<file path="src/rtl/pipe_skid_stage.sv">
// Two-entry skid buffer between valid/ready pipeline stages.
// in_ready is derived only from registered occupancy, so it breaks the ready path.
module pipe_skid_stage #(
    parameter int DATA_W = 32,
    parameter int CNT_W  = 16
) (
    input  logic              clk,
    input  logic              reset,
    input  logic              flush,
    input  logic              in_valid,
    output logic              in_ready,
    input  logic [DATA_W-1:0] in_data,
    output logic              out_valid,
    input  logic              out_ready,
    output logic [DATA_W-1:0] out_data,
    output logic [1:0]        occupancy,
    output logic [CNT_W-1:0]  stall_cnt
);

    // State encoding equals the number of held entries.
    typedef enum logic [1:0] {
        EMPTY = 2'd0,
        ONE   = 2'd1,
        FULL  = 2'd2
    } state_t;

    state_t             state_q;
    logic [DATA_W-1:0]  main_q;
    logic [DATA_W-1:0]  skid_q;
    logic [CNT_W-1:0]   stall_q;
    logic [CNT_W-1:0]   stall_d;
    logic               in_fire;
    logic               out_fire;
    logic               stall_c;

    function automatic logic [CNT_W-1:0] sat_inc(input logic [CNT_W-1:0] v);
        return (&v) ? v : v + 1'b1;
    endfunction

    assign in_ready  = (state_q != FULL);
    assign out_valid = (state_q != EMPTY);
    assign out_data  = main_q;
    assign occupancy = state_q;
    assign stall_cnt = stall_q;

    assign in_fire  = in_valid & in_ready;
    assign out_fire = out_valid & out_ready;
    assign stall_c  = out_valid & ~out_ready;
    assign stall_d  = stall_c ? sat_inc(stall_q) : stall_q;

    always_ff @(posedge clk) begin
        if (reset) begin
            state_q <= EMPTY;
            main_q  <= '0;
            skid_q  <= '0;
            stall_q <= '0;
        end else begin
            // The stall counter keeps counting through a flush.
            stall_q <= stall_d;
            if (flush) begin
                state_q <= EMPTY;
                main_q  <= '0;
                skid_q  <= '0;
            end else begin
                case (state_q)
                    EMPTY: begin
                        if (in_fire) begin
                            state_q <= ONE;
                            main_q  <= in_data;
                        end
                    end
                    ONE: begin
                        if (in_fire && out_fire) begin
                            main_q <= in_data;
                        end else if (in_fire) begin
                            state_q <= FULL;
                            skid_q  <= in_data;
                        end else if (out_fire) begin
                            state_q <= EMPTY;
                        end
                    end
                    FULL: begin
                        if (out_fire) begin
                            state_q <= ONE;
                            main_q  <= skid_q;
                        end
                    end
                    default: state_q <= EMPTY;
                endcase
            end
        end
    end

endmodule

</file>
<file path="config.mk">
export PLATFORM = sky130hd
export DESIGN_NAME = pipe_skid_stage
export DESIGN_NICKNAME = d
export VERILOG_FILES = /design/src/rtl/pipe_skid_stage.sv
export SDC_FILE = /design/constraint.sdc
export NUM_CORES = 1
export LEC_CHECK = 0
export BUFFER_PORTS_ARGS = -buffer_cell sky130_fd_sc_hd__buf_2
export CAP_MARGIN = 20
export CORE_ASPECT_RATIO = 0.75
export CORE_MARGIN = 4
export CORE_UTILIZATION = 30
export DETAILED_ROUTE_END_ITERATION = 6
export HOLD_SLACK_MARGIN = 0.03
export PLACE_DENSITY = 0.53
export SYNTH_ARGS = -nofsm -noshare
export SYNTH_HDL_FRONTEND = slang
export SYNTH_SLANG_ARGS = --single-unit
</file>
<file path="constraint.sdc">
create_clock -name clk -period 1.9 [get_ports clk]
set_input_delay 0.38 -clock clk [delete_from_list [all_inputs] [get_ports clk]]
set_output_delay 0.38 -clock clk [all_outputs]
set_load 0.01 [all_outputs]
</file>
==> key figures <==
Pwr
  – Total Power: 4.065 mW
  – VDD IR max: between 300 and 400 uV
  – Leak: 2.048 nW
  – Sw Pwr: roughly 900 uW
  – Int Power: ~3.2 mW
  – Switching part of the total: 0.2226
  – Combinational Power Share: 0.083
  – Flop pwr share: 0.439
  – Clock Power Share: 0.478
  – Cell area power density: roughly 880 nW/um2

Placed design
  – HPWL Detailed: 5964 um
  – Port Buf Inserts: 88
  – Placed insts: 619
  – Post-place setup slack: -0.1388 ns
  – Routability Congestion: 0.7791

Final layout
  – Share of layout cells above drive strength 1: 0.3020
  – Nets: 533
  – Non-Filler Instances: between 600 and 700
  – Core Util, Final: 0.4172
  – ANT cells: 0
  – Area grow syn2layout: 34.38%

Synthesis
  – Post-Synth Adder-Cell Area: 0.003642
  – Yosys warns: 0
  – Post-synthesis simple-gate area fraction: 0.2036
  – Largest area contributor in the netlist: dfxtp_1
  – Share of the synthesized area in the top cell type: 0.4778
  – Synth area leaders: dfxtp_1 (48%), mux2i_1 (9.6%), nand2_1 (7.4%)
  – Main combinational cell family by area after synthesis: simple AND/OR/NAND/NOR gates
  – Synthesized area per cell: 8.676 um2
  – Sequential area share after synthesis: 0.4778
  – Synth Area in Compound Gates: 0.1704
  – Post-synthesis mux area share: 0.1060
  – Cells after Synth: between 300 and 400
  – Synth Net Count: ~430
  – Synth cell types: 33
  – Area of the mapped netlist: 3436 um2
  – Synth Area in XOR/XNOR: 0
  – Yosys reg bits: 82

Critical path
  – WS Path Type: flip-flop to flip-flop
  – Critical path capture point type: flip-flop
  – Slowest-stage cell, CP: or4_1
  – Worst path max stage delay: ~0.46 ns
  – Critical Path RT: 2.16 ns
  – Critical path's most frequent cell: buf_4
  – CP max FO: 5
  – Setup crit start: stall_cnt[1]
  – Crit path launch type: flip-flop
  – FF-to-FF Start: stall_cnt[1]
  – CP cell instances: ha_4, nand4_1, buf_4, nor4_4, buf_4, buf_12, or4_1, a21oi_1
  – Critical Path AT: between 2 and 2.5 ns

CTS
  – Max Root-Sink Buffers: 2
  – H-tree depth: 3
  – CTS sink count: 82
  – Clock root cell: clkbuf_16
  – CTS Buf Count: 9
  – Clk_lat worst skew: 0.33 ns
  – CTS tree: built
  – CTS clk-pin slew, worst paths: roughly 0.06 ns
  – CTS Hold Buffers Added: 0

Drt
  – Detailed Routing Iterations Pass 1: 4
  – Post-DRT Antenna Nets: 0
  – Via count: 3115
  – # DRC: 0
  – Total wire length: roughly 8900 um
  – Initial drt markers: 114
  – Routed wire per std cell: 13.95 um
  – Vias/cell: approximately 4.9

Global route
  – Total congestion overflow: 0
  – Antenna violations before repair: 0
  – Busiest layer in global routing: met2
  – Met2 Use GR: 0.2123
  – Largest net degree at the start of global routing: 51
  – Vias in the first global route: 2943
  – Grt met3 use: 0.05140
  – Met1 usage: 0.1764
  – GRT Total Usage: 0.1361
  – First-pass GRT wire length: 14780 um

Floorplan
  – Initial core utilization: 0.3105
  – Num ports: between 80 and 90
  – Die ar.: between 10000 and 15000 um2
  – Cell Rows: 33
  – DIE WIDTH: 131.6 um
  – Die Y: between 100 and 150 um
  – Core Area: 11070 um2

Timing
  – Crit share post-route: 0.9552
  – Final Setup Violations: 0
  – Max Freq: 551.0 MHz
  – Slew Viols, Final: 0
  – Hold Fails Final Rpt: 0
  – Final Skew: 0.002605 ns
  – Slew @ Worst Pin: 0.5790 ns
  – Sum Neg Setup Slack: 0 ns
  – Slew margin rel.: 0.6140
  – Tmin final: 1.815 ns
  – Setup slack after layout: 0.08508 ns

Hold path
  – Tightest Hold Check Type: input port to flip-flop
  – Hold_sp: in_data[8]

Outcome
  – Status: finished, final reports clean

Job
  – Max-Cap Viols: 0
[registers in the layout (all words and copies together) (netlist names)]
| register | flops |
|---|---|
| skid_q | 32 |
| out_data | 32 |
| stall_cnt | 16 |
| occupancy | 2 |
[through the flow]
step	cell area, um2	hold slack [ns]
2_1_floorplan	3467	0.4357
3_3_place_gp	4198	0.4404
3_5_place_dp	4198	0.4456
4_1_cts	4541	0.2764
5_1_grt	4617	0.2821
6_report	4617	0.2942
[layer usage]
layer | vias up | wire length, um
met3 | 11 | 561
met5 | - | 0
met4 | 0 | 106
met2 | 67 | 3922
li1 | 1604 | -
met1 | 1433 | 4338
[placed cells by master, fill, tap and decap left out, types with 2 or more instances in the layout]
master	instances
o21ai_0	5
clkbuf_8	3
nand2b_1	2
bufinv_16	2
buf_12	4
a21oi_1	45
buf_2	88
nand2_1	68
inv_1	2
or2_2	2
nor2b_1	5
clkbuf_16	9
nor3_1	2
nor4_1	2
buf_4	26
nand3_1	5
nand3b_1	2
mux2i_1	33
dfxtp_1	80
or4_1	6
mux2_2	3
a211oi_1	33
nand4_1	5
dfxtp_4	2
or3_1	4
o31ai_1	6
nor2_1	39
[cell type report]
cell class / count / area (um2)
inverter: 2 / 7.507
fill: 1112 / 6449
sequential: 82 / 1649
clock inverter: 4 / 72.57
multi-input combinational: 282 / 1730
timing repair buffer: 118 / 715.7
tap: 140 / 175.2
clock buffer: 12 / 266.5
[worst max-delay path, delay by kind of cell, from the launching register on]
kind,cells,cell delay [ns]
simple gates,3,0.62
buf+inv,3,0.43
flops,1,0.37
fa+ha+maj,1,0.17
compound gates,1,0.16
[power groups by stage]
stage	Clock (mW)	Combinational [mW]	Sequential, mW
5_1_grt	2.06	0.380	1.79
3_3_place_gp	0	0.336	1.82
4_1_cts	2.00	0.341	1.79
3_5_place_dp	0	0.340	1.82
2_1_floorplan	0	0.169	1.84
6_report	1.94	0.338	1.78
[what timing repair did]
item | CTS | global route
gates resized for setup | 1 | 5
setup buffers | 0 | 5
endpoints found under the setup margin | 2 | 3
pin swaps | 0 | 2
[synthesized netlist by cell type]
master     count
a211oi_1      33
a21oi_1       45
a311oi_1       1
and3_1         1
and4_1         1
buf_2          4
buf_6          1
clkbuf_1      25
dfxtp_1       82
ha_1           1
inv_1          2
mux2_2         3
mux2i_1       33
nand2_1       68
nand2b_1       3
nand3_1        5
nand3b_1       2
nand4_1        5
nor2_1        39
nor2b_1        5
nor3_1         2
nor3b_1        2
nor4_1         3
nor4_2         1
nor4b_1        1
o21ai_0        5
o21bai_4       1
o22ai_1        1
o2bb2ai_1      1
o31ai_1        6
or2_2          2
or3_1          5
or4_1          7
[cell families after synthesis]
family / after synthesis
multiplexers: 36
AO/OA/AOI/OAI: 93
AND/OR/NAND/NOR: 152
flip-flops: 82
adder cells (fa/ha/maj): 1
buffers and inverters: 32
[path summary, 6_finish.rpt]
kind | slack [ns] | cells past startpoint | to
max | 0.09 | 8 | stall_cnt[3]
min | 0.29 | 3 | skid_q[8]
max reg2reg | 0.09 | 8 | stall_cnt[3]
min reg2reg | 0.45 | 2 | skid_q[7]
No activity file was read; power rests on OpenSTA's default activity.
